$ cat config.mk
export PLATFORM = sky130hd
export DESIGN_NAME = mult_div_hilo
export DESIGN_NICKNAME = d
export VERILOG_FILES = /design/src/rtl/cpu_defs.sv /design/src/rtl/mult_div_hilo_div_restore_step.sv /design/src/rtl/mult_div_hilo.sv
export SDC_FILE = /design/constraint.sdc
export NUM_CORES = 1
export LEC_CHECK = 0
export ABC_AREA = 1
export BUFFER_PORTS_ARGS = -buffer_cell sky130_fd_sc_hd__buf_2
export CORE_ASPECT_RATIO = 1.25
export CORE_UTILIZATION = 30
export CTS_CLUSTER_DIAMETER = 80
export DETAILED_ROUTE_END_ITERATION = 12
export PLACE_DENSITY = 0.52
export SLEW_MARGIN = 20
export SYNTH_ARGS = -nofsm -noshare
export SYNTH_HDL_FRONTEND = slang
export SYNTH_SLANG_ARGS = --single-unit
$ cat constraint.sdc
create_clock -name clk -period 15.35 [get_ports clk]
set_clock_uncertainty 0.05 [all_clocks]
set_input_delay 3.07 -clock clk [delete_from_list [all_inputs] [get_ports clk]]
set_output_delay 3.07 -clock clk [all_outputs]
set_load 0.005 [all_outputs]
$ cat src/rtl/cpu_defs.sv
// Shared definitions for the multicycle MIPS datapath.
// HI/LO unit state encoding and write-back selector codes.
package cpu_defs;

  typedef enum logic [1:0] {
    ST_IDLE = 2'd0,
    ST_MULT = 2'd1,
    ST_DIV  = 2'd2,
    ST_FIX  = 2'd3
  } md_state_t;

  localparam int ITERATIONS = 32;

  localparam logic [1:0] WB_SEL_HI = 2'd2;
  localparam logic [1:0] WB_SEL_LO = 2'd3;

endpackage

$ cat src/rtl/mult_div_hilo_div_restore_step.sv
// One combinational restoring-division step on unsigned magnitudes.
// Caller guarantees rem_i < divisor_i, so the result fits WIDTH bits.
module div_restore_step #(
  parameter int WIDTH = 32
) (
  input  logic [WIDTH-1:0] rem_i,
  input  logic [WIDTH-1:0] divisor_i,
  input  logic             bit_i,
  output logic [WIDTH-1:0] rem_o,
  output logic             q_o
);

  logic [WIDTH:0] shifted;
  logic [WIDTH:0] diff;

  always_comb begin
    shifted = {rem_i, bit_i};
    diff    = shifted - {1'b0, divisor_i};
    if (diff[WIDTH]) begin
      rem_o = shifted[WIDTH-1:0];
      q_o   = 1'b0;
    end else begin
      rem_o = diff[WIDTH-1:0];
      q_o   = 1'b1;
    end
  end

endmodule

$ cat src/rtl/mult_div_hilo.sv
// Iterative signed multiply (radix-2 Booth) / restoring divide unit
// producing the HI/LO registers for the write-back selector.
module mult_div_hilo
  import cpu_defs::*;
#(
  parameter int WIDTH = 32
) (
  input  logic             clk,
  input  logic             reset,
  input  logic             start_mult,
  input  logic             start_div,
  input  logic [WIDTH-1:0] A_in,
  input  logic [WIDTH-1:0] B_in,
  output logic [WIDTH-1:0] HI_out,
  output logic [WIDTH-1:0] LO_out,
  output logic             busy,
  output logic             done,
  output logic             div_zero
);

  md_state_t        state_q, state_d;
  logic [5:0]       cnt_q, cnt_d;
  logic [WIDTH:0]   acc_hi_q, acc_hi_d;
  logic [WIDTH-1:0] acc_lo_q, acc_lo_d;
  logic [WIDTH-1:0] opnd_q, opnd_d;
  logic             qm1_q, qm1_d;
  logic             negq_q, negq_d;
  logic             negr_q, negr_d;
  logic [WIDTH-1:0] hi_q, hi_d;
  logic [WIDTH-1:0] lo_q, lo_d;
  logic             busy_q, busy_d;
  logic             done_q, done_d;
  logic             dz_q, dz_d;

  logic             idle;
  logic             go_mult;
  logic             go_div;
  logic             dz_hit;
  logic             last_iter;
  logic [WIDTH-1:0] a_mag;
  logic [WIDTH-1:0] b_mag;
  logic [WIDTH:0]   m_ext;
  logic [WIDTH:0]   booth_sum;
  logic [WIDTH-1:0] step_rem;
  logic             step_q;

  // Multiply wins a simultaneous start; divide by zero never leaves IDLE.
  assign idle      = (state_q == ST_IDLE);
  assign go_mult   = idle & start_mult;
  assign go_div    = idle & ~start_mult & start_div & (B_in != '0);
  assign dz_hit    = idle & ~start_mult & start_div & (B_in == '0);
  assign last_iter = (cnt_q == 6'(ITERATIONS - 1));

  assign a_mag = A_in[WIDTH-1] ? -A_in : A_in;
  assign b_mag = B_in[WIDTH-1] ? -B_in : B_in;

  div_restore_step #(
    .WIDTH(WIDTH)
  ) u_step (
    .rem_i    (acc_hi_q[WIDTH-1:0]),
    .divisor_i(opnd_q),
    .bit_i    (acc_lo_q[WIDTH-1]),
    .rem_o    (step_rem),
    .q_o      (step_q)
  );

  // One guard bit keeps -2^31 multiplicands from overflowing.
  always_comb begin
    m_ext = {opnd_q[WIDTH-1], opnd_q};
    unique case ({acc_lo_q[0], qm1_q})
      2'b01:   booth_sum = acc_hi_q + m_ext;
      2'b10:   booth_sum = acc_hi_q - m_ext;
      default: booth_sum = acc_hi_q;
    endcase
  end

  always_ff @(posedge clk or posedge reset) begin
    if (reset) state_q <= ST_IDLE;
    else       state_q <= state_d;
  end

  always_comb begin
    state_d = state_q;
    unique case (state_q)
      ST_IDLE: begin
        if (go_mult)     state_d = ST_MULT;
        else if (go_div) state_d = ST_DIV;
      end
      ST_MULT: if (last_iter) state_d = ST_FIX;
      ST_DIV:  if (last_iter) state_d = ST_FIX;
      ST_FIX:  state_d = ST_IDLE;
      default: state_d = ST_IDLE;
    endcase
  end

  always_comb begin
    busy_d = (state_d != ST_IDLE);
    done_d = (state_q == ST_FIX) | dz_hit;
    dz_d   = dz_hit;
  end

  always_comb begin
    cnt_d    = cnt_q;
    acc_hi_d = acc_hi_q;
    acc_lo_d = acc_lo_q;
    opnd_d   = opnd_q;
    qm1_d    = qm1_q;
    negq_d   = negq_q;
    negr_d   = negr_q;
    hi_d     = hi_q;
    lo_d     = lo_q;
    unique case (state_q)
      ST_IDLE: begin
        if (go_mult) begin
          cnt_d    = '0;
          acc_hi_d = '0;
          acc_lo_d = B_in;
          opnd_d   = A_in;
          qm1_d    = 1'b0;
          negq_d   = 1'b0;
          negr_d   = 1'b0;
        end else if (go_div) begin
          cnt_d    = '0;
          acc_hi_d = '0;
          acc_lo_d = a_mag;
          opnd_d   = b_mag;
          qm1_d    = 1'b0;
          negq_d   = A_in[WIDTH-1] ^ B_in[WIDTH-1];
          negr_d   = A_in[WIDTH-1];
        end
      end
      ST_MULT: begin
        cnt_d    = cnt_q + 6'd1;
        acc_hi_d = {booth_sum[WIDTH], booth_sum[WIDTH:1]};
        acc_lo_d = {booth_sum[0], acc_lo_q[WIDTH-1:1]};
        qm1_d    = acc_lo_q[0];
      end
      ST_DIV: begin
        cnt_d    = cnt_q + 6'd1;
        acc_hi_d = {1'b0, step_rem};
        acc_lo_d = {acc_lo_q[WIDTH-2:0], step_q};
      end
      ST_FIX: begin
        hi_d = negr_q ? -acc_hi_q[WIDTH-1:0] : acc_hi_q[WIDTH-1:0];
        lo_d = negq_q ? -acc_lo_q : acc_lo_q;
      end
      default: ;
    endcase
  end

  always_ff @(posedge clk or posedge reset) begin
    if (reset) begin
      cnt_q    <= '0;
      acc_hi_q <= '0;
      acc_lo_q <= '0;
      opnd_q   <= '0;
      qm1_q    <= 1'b0;
      negq_q   <= 1'b0;
      negr_q   <= 1'b0;
      hi_q     <= '0;
      lo_q     <= '0;
      busy_q   <= 1'b0;
      done_q   <= 1'b0;
      dz_q     <= 1'b0;
    end else begin
      cnt_q    <= cnt_d;
      acc_hi_q <= acc_hi_d;
      acc_lo_q <= acc_lo_d;
      opnd_q   <= opnd_d;
      qm1_q    <= qm1_d;
      negq_q   <= negq_d;
      negr_q   <= negr_d;
      hi_q     <= hi_d;
      lo_q     <= lo_d;
      busy_q   <= busy_d;
      done_q   <= done_d;
      dz_q     <= dz_d;
    end
  end

  assign HI_out   = hi_q;
  assign LO_out   = lo_q;
  assign busy     = busy_q;
  assign done     = done_q;
  assign div_zero = dz_q;

endmodule

== Word-level counts from Yosys, hierarchy flattened ==
Cells that the tools add are included.

* Register bits: 175
* Latch bits: 0
* Bits in writable memories: 0
* ROM bits: 0
* Input bits: 68
* Output and inout bits: 67
* Memories kept: 0

* $add $sub $neg: 8
* $mul: 0
* Divide/modulo/power cells: 0
* $lt $le $gt $ge: 0
* Equality and inequality tests: 7
* Shift-type cells: 0
* Multiplexer cells: 29
* Bitwise operators: 8
* Reductions and logical operators: 13

{| class="wikitable"
|+ Operators by type and width
! operator !! number
|-
| $mux W32 || 9
|-
| $neg A32 Y32 || 4
|-
| $pmux W33 S3 || 1
|-
| $pmux W32 S3 || 1
|-
| $mux W33 || 2
|-
| $pmux W33 S2 || 1
|-
| $add A33 B33 Y33 || 1
|-
| $sub A33 B32 Y33 || 1
|-
| $sub A33 B33 Y33 || 1
|-
| $logic_not A32 Y1 || 1
|-
| $reduce_bool A32 Y1 || 1
|-
| $mux W6 || 2
|-
| $pmux W6 S2 || 1
|-
| $reduce_and A2 Y1 || 4
|-
| $reduce_bool A2 Y1 || 4
|-
| $mux W1 || 7
|-
| $add A6 B1 Y6 const B || 1
|-
| $eq A2 B2 Y1 const B || 3
|-
| $eq A6 B5 Y1 const B || 1
|-
| $mux W2 || 3
|-
| $pmux W2 S3 || 1
|-
| $and A1 B1 Y1 || 5
|-
| $eq A2 B1 Y1 const B || 2
|-
| $ne A3 B1 Y1 const B || 1
|-
| other kinds (7) || 7
|}

== Longest topological paths before layout ==
Gate-level depths: netlist of run 1.

* Depth after elaboration: 8
* Depth in mapped cells: 24
* Mapped depth without buffers: 24

== By module ==
Synthesis of run 1 repeated with hierarchy kept, for this count alone.

* Cell total of the unflattened synthesis: 3149
* Area, all modules: 18295.0 µm²

{| class="wikitable"
|+ By module, submodules not included
! module !! times used !! cells an instance !! area an instance (µm²)
|-
| mult_div_hilo || 1 || 2469 || 15144.5
|-
| div_restore_step || 1 || 680 || 3150.5
|}

== Worst setup path before layout of run 1 ==
Ideal clock, no wire load.

* Path type: input to register
* Start: input B_in[1]
* End: register acc_lo_q[15]
* Setup time: 0.129 ns
* Arrival time: 4.549 ns
* Data required time: 15.171 ns
* Slack: 10.622 ns
* Stages: 15
* Buffers on the path: 2
* Cells stage by stage: inv_1 -> ha_1 -> nand4_2 -> nor2_4 -> nand2_4 -> nor2_8 -> nor2_8 -> inv_6 -> nand2_4 -> nand2_4 -> nor2_2 -> buf_6 -> buf_6 -> nand2_2 -> o211ai_2

* Longest elaborated chain between the ends: 4

{| class="wikitable"
|+ Ends and longest elaborated chain
! item !! RTL line !! text
|-
| start: declaration || mult_div_hilo.sv:13 || <nowiki>input logic [WIDTH-1:0] B_in,</nowiki>
|-
| $reduce_bool A32 Y1 || mult_div_hilo.sv:50 || <nowiki>assign go_div = idle & ~start_mult & start_div & (B_in != '0);</nowiki>
|-
| $and A1 B1 Y1 || mult_div_hilo.sv:50 ||
|-
| $ne A3 B1 Y1 (no source line) || n/a ||
|-
| $reduce_and A2 Y1 (no source line) || n/a ||
|-
| end signal: assignment || mult_div_hilo.sv:168 || <nowiki>acc_lo_q <= acc_lo_d;</nowiki>
|-
| end: declaration || mult_div_hilo.sv:24 || <nowiki>logic [WIDTH-1:0] acc_lo_q, acc_lo_d;</nowiki>
|}

Every way passes these cells.
A chain may end at the register's enable or synchronous reset.

== Final worst setup path of run 1 ==
* Start: input B_in[31]
* End: register acc_hi_q[15]

* Longest elaborated chain between the ends: 4

{| class="wikitable"
|+ Ends and longest elaborated chain
! item !! RTL line !! text
|-
| $reduce_bool A32 Y1 || mult_div_hilo.sv:50 ||
|-
| $and A1 B1 Y1 || mult_div_hilo.sv:50 ||
|-
| $ne A3 B1 Y1 (no source line) || n/a ||
|-
| $reduce_and A2 Y1 (no source line) || n/a ||
|-
| end signal: assignment || mult_div_hilo.sv:167 || <nowiki>acc_hi_q <= acc_hi_d;</nowiki>
|-
| end: declaration || mult_div_hilo.sv:23 || <nowiki>logic [WIDTH:0] acc_hi_q, acc_hi_d;</nowiki>
|}

Every way passes these cells.

==> impl_metrics.py, run 1 <==
metrics = {
    "clock_network": {
        "numCtsBuffers": 17,
        "cts.reportedPaths.clkPinSlew_ns": 0.08,
        "post-cts-setup-buffer-count": 0,
        "clock-root-buffer": "clkbuf_16",
        "worstSkewPairLatency_ns": 0.47,
        "cts-resized-gates": 0,
        "clk_path_buf_depth": 2,
        "holdBufCountCts": 0,
        "clkSinkCount": 175,
        "ctsHtreeMaxLevel": 4,
        "cts_tree": "yes",
    },
    "yosys": {
        "ys_top_cells_by_count": "nand2_1, inv_1, nor2_1, nand3_1, dfrtp_1",
        "yosysUniqueCellTypes": 51,
        "synth_area_leader_cell": "dfrtp_1",
        "synthArstFlopShare_pct": 100.0,
        "synth_warnings": 0,
        "synthTopCellsByArea": "dfrtp_1, nand2_1, inv_1, nand3_1, nor2_1",
        "ys_ff_latch": 175,
        "synth_nets": 3059,
        "ys_seq_area_share_pct": 24.68,
        "synth_edf_count": 0,
        "synth.cell_area_sq_um": 17740,
        "synth_top_area_share_pct": 24.68,
        "synth_most_common_cell": "nand2_1",
        "syn_inst": 2914,
        "syn_avg_cell_area_sq_um": 6.089,
        "synth_ff_type": "dfrtp_1",
    },
    "global_route": {
        "grt_pass1_vias": 19320,
        "grt_pass1_wl_microns": 116200,
        "met3_usage_pct": 2.895,
        "antenna_found_initial": 0,
        "overflow": 0,
        "use_met1_pct": 27.96,
        "grt_max_degree": 122,
        "busiest_layer": "met2",
        "met2_usage_pct": 46.46,
        "grt_use_total_pct": 25.93,
    },
    "timing": {
        "min_period_over_period_pct": 39.79,
        "setup_viol_count_final": 0,
        "max_freq_ghz": 0.1637,
        "hold_ws_ns": 0.4319,
        "timing_hold_violations_final": 0,
        "timing.setup.tns_ns": 0,
        "worst_pin_slew_ns": 1.091,
        "fin_crit_ns": 6.108,
        "rsz0062_at_grt": "false",
        "max_slew_margin_pct": 26.51,
        "maxSlewViolCount": 0,
    },
    "outcome": {
        "failed_checks": "design-rule violations",
        "status": "finished with violations",
    },
    "finish": {
        "n_antenna_cell": 0,
        "multi_input_area_sq_um": 11400,
        "drive_gt1_share_pct": 8.367,
        "nets": 3132,
        "seq_area_sq_um": 4379,
        "syn_to_final_growth_pct": 10.63,
        "final.fill_count": 6693,
    },
    "pwr": {
        "ir_drop_uv": 100.6,
        "p_leak_uw": 0.01030,
        "p_per_area_nw_per_um2": 257.5,
    },
    "die": {
        "ios": 135,
        "die_area_sq_um": 60120,
        "die_h_microns": 273.9,
        "initial_core_util_pct": 30.35,
        "core_area_sq_um": 58470,
        "fp-row-count": 99,
        "die_w_microns": 219.5,
    },
    "placement": {
        "port_buffers": 134,
        "routabilityCongestion": 1.008,
        "hpwl_microns": 62270,
    },
    "worst_setup_path": {
        "path_delay_family": "simple AND/OR/NAND/NOR gates",
        "crit_chain": "buf_2 > inv_4 > nand3_1 > nor2_1 > nand2_2 > nor2_8 > nor2_8 > inv_6 > nand2_4 > nand2_4 > nor2_4 > buf_4 > nand2_1 > nor2_1 > nor2_1 > nand2_1",
        "timing.critical_path.mode_cell": "nor2_1",
        "crit_type": "in -> reg",
        "arrival_ns": 6.47,
        "slowest_stage": "buf_4",
        "path_buf_inv": 4,
        "cpPeakStageDelay_ns": 0.57,
        "critPathCaptureType": "flip-flop",
        "cp-start-kind": "input port",
        "cp_max_fo": 54,
        "crit_required_ns": 15.71,
    },
    "drt": {
        "first_pass_iters": 9,
        "wl_per_cell_microns": 20.57,
        "drc": 2,
        "drt-total-wl_microns": 77260,
        "vias": 19370,
        "ant_nets": 0,
        "drtIter0Drc": 1249,
        "via_per_inst": 5.156,
    },
    "run": {
        "maxCapViolCount": 0,
    },
    "worst_hold_path": {
        "worstHoldPathType": "reg -> reg",
    },
}
==> placed cells by master, fill, tap and decap left out, drive strengths merged, types with 19 or more instances in the layout <==
cell / instances
buf: 150
nor2: 326
xor2: 100
a21oi: 139
ha: 75
nand4: 40
o21ai: 151
inv: 402
o22ai: 42
nor4: 19
a31oi: 31
o211ai: 37
nor3: 27
xnor2: 21
dfrtp: 175
nand2: 916
nand3: 255
==> tightest hold or removal path: cells and delay by family (launching register included) <==
kind | cells | cell delay, ns
flops | 1 | 0.35
simple gates | 1 | 0.05
compound gates | 1 | 0.05
==> cell families (layout without fill, tap and decap cells) <==
kind of cell | after synthesis | count (layout) | synth area share [%]
and+or+nand+nor | 1613 | 1613 | 38.51
buffers and inverters | 494 | 580 | 11.14
AOI/OAI and AO/OA | 433 | 433 | 14.13
adders and majority gates | 77 | 77 | 5.515
muxes | 1 | 1 | 0.05642
DFF | 175 | 175 | 24.68
xor gates and xnor gates | 121 | 121 | 5.973
==> layer usage <==
layer | routed length [microns] | part of all wire [%]
met2 | 38660 | 50
met5 | 0 | 0
met3 | 3101 | 4.0
met1 | 29290 | 38
met4 | 6211 | 8.0
==> per-stage QoR <==
| stage | setup WS (ns) | cell area [sq um] | power, uW | util (%) | instances |
|---|---|---|---|---|---|
| 3_5_place_dp | 8.778 | 19030 | 4537 | 32.55 | 3725 |
| 6_report | 9.242 | 19630 | 5054 | 33.57 | 3757 |
| 3_3_place_gp | 8.808 | 19030 | 4550 | 32.55 | 3725 |
| 4_1_cts | 9.272 | 19630 | 5014 | 33.57 | 3757 |
| 5_1_grt | 9.046 | 19630 | 5493 | 33.57 | 3757 |
| 2_1_floorplan | 7.485 | 17740 | 3324 | - | 2914 |
==> registers in the layout, indices dropped and copies added (netlist names), 2 cells and up <==
name      count
HI_out       32
LO_out       32
acc_hi_q     33
acc_lo_q     32
cnt_q         6
opnd_q       32
state_q       2
==> final cells by class <==
class / instances / area share (%)
sequential: 175 / 22.31
tap: 757 / 4.825
clock buffer: 18 / 2.186
multi-input combinational: 2245 / 58.09
inverter: 398 / 7.687
clock inverter: 14 / 0.8733
timing repair buffer: 150 / 4.029
==> report_power, final <==
part	internal [uW]	switching (uW)	total, uW
sequential	662	299	962
clock	221	242	463
combinational	1090	2540	3630
total	1980	3080	5050
==> path summary, 6_finish.rpt <==
kind / startpoint / endpoint / slack, ns / cells after the start
max: B_in[31] / acc_hi_q[15] / 9.24 / 16
min: HI_out[5] / HI_out[5] / 0.43 / 2
max reg2reg: acc_lo_q[31] / acc_hi_q[17] / 11.04 / 18
min reg2reg: HI_out[5] / HI_out[5] / 0.43 / 2
max in group asynchronous: reset / opnd_q[8] / 11.11 / 3
min in group asynchronous: reset / HI_out[12] / 2.72 / 2
(Power assumes the default switching activity.)
==> run 2: changes to the inputs <==
--- a/config.mk
+++ b/config.mk
@@ -11,7 +11,7 @@
 export CORE_UTILIZATION = 30
 export CTS_CLUSTER_DIAMETER = 80
 export DETAILED_ROUTE_END_ITERATION = 12
-export PLACE_DENSITY = 0.52
+export PLACE_DENSITY = 0.53
 export SLEW_MARGIN = 20
 export SYNTH_ARGS = -nofsm -noshare
 export SYNTH_HDL_FRONTEND = slang
==> constraint.sdc (replaced) <==
create_clock -name clk -period 5.3 [get_ports clk]
set_clock_uncertainty 0.05 [all_clocks]
set_input_delay 1.06 -clock clk [delete_from_list [all_inputs] [get_ports clk]]
set_output_delay 1.06 -clock clk [all_outputs]
set_load 0.005 [all_outputs]
==> impl_metrics.py, run 2 (synthesis results as in run 1) <==
metrics = {
    "outcome": {
        "status": "finished with violations",
        "failed_checks": "design-rule violations",
    },
    "finish": {
        "drive_gt1_share_pct": 8.789,
        "final_common_cell": "nand2_1",
        "top_register": "acc_hi_q",
        "nets": 3148,
        "syn_to_final_growth_pct": 11.23,
        "multi_input_area_sq_um": 11400,
        "seq_area_sq_um": 4379,
        "final.fill_count": 6644,
        "final_cell_mix": "nand2_1, inv_1, nor2_1",
        "fin_area_sq_um": 19740,
        "largest_reg_flops": 33,
    },
    "worst_setup_path": {
        "arrival_ns": 4.37,
        "slowest_stage": "o31ai_1",
        "cpPeakStageDelay_ns": 0.47,
        "crit_type": "reg -> reg",
        "timing.critical_path.mode_cell": "nand2_1",
        "cp-start-kind": "flip-flop",
        "cp_max_fo": 6,
        "crit_required_ns": 5.64,
        "crit_chain": "inv_1 > nand3_1 > nor2_1 > nand2_1 > o31ai_1 > o21ai_0 > nor2_1 > xor2_1 > inv_1 > ha_1 > nand2_1 > nor2_1 > nand2_1 > nor4_1 > nand2_1 > nand3_1 > nand3_1 > nand2_1 > nand2_1 > nand2_1 > nand2_1",
        "critPathCaptureType": "flip-flop",
    },
    "timing": {
        "min_period_over_period_pct": 76.05,
        "fin_crit_ns": 4.031,
        "max_freq_ghz": 0.2481,
        "setup_viol_count_final": 0,
        "worst_pin_slew_ns": 0.9557,
        "timing_hold_violations_final": 0,
        "timing.setup.tns_ns": 0,
        "max_slew_margin_pct": 35.61,
        "maxSlewViolCount": 0,
        "rsz0062_at_grt": "false",
    },
    "global_route": {
        "overflow": 0,
        "grt_pass1_vias": 18880,
        "grt_pass1_wl_microns": 114200,
        "grt_use_total_pct": 25.47,
        "grt_max_degree": 149,
        "antenna_found_initial": 2,
    },
    "clock_network": {
        "clock-root-buffer": "clkbuf_16",
        "holdBufCountCts": 0,
        "post-cts-setup-buffer-count": 0,
        "clkSinkCount": 175,
        "ctsHtreeMaxLevel": 4,
        "cts_tree": "yes",
        "clk_path_buf_depth": 2,
        "worstSkewPairLatency_ns": 0.50,
        "cts-resized-gates": 0,
        "numCtsBuffers": 17,
        "cts.reportedPaths.clkPinSlew_ns": 0.07,
    },
    "drt": {
        "via_per_inst": 5.125,
        "ant_nets": 0,
        "first_pass_iters": 9,
        "wl_per_cell_microns": 20.07,
        "drtIter0Drc": 1240,
        "drc": 4,
        "drt-total-wl_microns": 75750,
        "vias": 19340,
    },
    "pwr": {
        "ir_drop_uv": 301.9,
        "p_leak_uw": 0.01036,
        "p_per_area_nw_per_um2": 747.1,
    },
    "die": {
        "core_area_sq_um": 58470,
        "ios": 135,
        "initial_core_util_pct": 30.35,
        "die_w_microns": 219.5,
        "die_area_sq_um": 60120,
        "fp-row-count": 99,
        "die_h_microns": 273.9,
    },
    "run": {
        "maxCapViolCount": 0,
    },
    "placement": {
        "routabilityCongestion": 1.018,
        "post_dp_cell_area_sq_um": 19170,
        "port_buffers": 134,
        "hpwl_microns": 62150,
    },
    "worst_hold_path": {
        "worstHoldPathType": "reg -> reg",
    },
}
[run 2: cell types whose count changed in the layout (fill, tap and decap cells not counted), sizes merged]
| cell | previous run | this run |
|---|---|---|
| buf | 150 | 166 |
| clkinv | 9 | 4 |
| clkinvlp | 1 | 3 |
| diode | 0 | 2 |
| bufinv | 0 | 1 |
| clkbuf | 18 | 19 |
[run 2: power by group]
group | leakage (uW) | internal, uW | switching [uW]
registers | 0.00221 | 1920 | 716
clock network | 0.000271 | 658 | 635
logic | 0.00788 | 3240 | 7570
total | 0.0104 | 5820 | 8920
[run 2: worst paths after layout]
| kind | start | endpoint | slack (ns) | cells after the start |
|---|---|---|---|---|
| worst min-delay path | HI_out[29] | HI_out[29] | 0.43 | 2 |
| worst max register to register | opnd_q[1] | acc_hi_q[30] | 1.27 | 21 |
| min in group asynchronous | reset | HI_out[10] | 0.65 | 3 |
| worst max-delay path | opnd_q[1] | acc_hi_q[30] | 1.27 | 21 |
| max in group asynchronous | reset | acc_hi_q[0] | 3.44 | 4 |
| worst min register to register | HI_out[29] | HI_out[29] | 0.43 | 2 |
[run 2: metrics by stage]
stage	setup slack (ns)	util, %	std cells	power [uW]	hold WS [ns]
final	1.269	33.75	3774	14740	0.4271
after global routing	0.7837	33.75	3774	15980	0.4542
after CTS	1.224	33.75	3772	14760	0.4355
after detailed placement	1.253	32.79	3741	13410	0.4152
after global placement	1.184	32.79	3741	13470	0.4149
after floorplan	1.951	-	2914	9629	0.4211
[run 2: final cells by class]
type / instances / share of cell area, %
antenna: 2 / 0.02536
sequential: 175 / 22.19
clock inverter: 12 / 0.6467
inverter: 398 / 7.627
clock buffer: 19 / 2.194
multi-input combinational: 2245 / 57.78
tap: 757 / 4.799
timing repair buffer: 166 / 4.742
[run 2: routing by layer]
metal  track usage [%]  vias up  share of wire (%)
met2             44.90      540                 50
li1                  -     9621                  -
met3             2.951      176                3.7
met4             18.00        0                7.6
met5                 0        -                  0
met1             28.30     9004                 39
[run 2: worst max-delay path: cells and delay by family (launching register included)]
| family | cells | cell delay (ns) |
|---|---|---|
| AOI/OAI and AO/OA | 2 | 0.78 |
| xor gates and xnor gates | 1 | 0.18 |
| adders and majority gates | 1 | 0.41 |
| buffers and inverters | 2 | 0.31 |
| DFF | 1 | 0.36 |
| and+or+nand+nor | 15 | 1.85 |
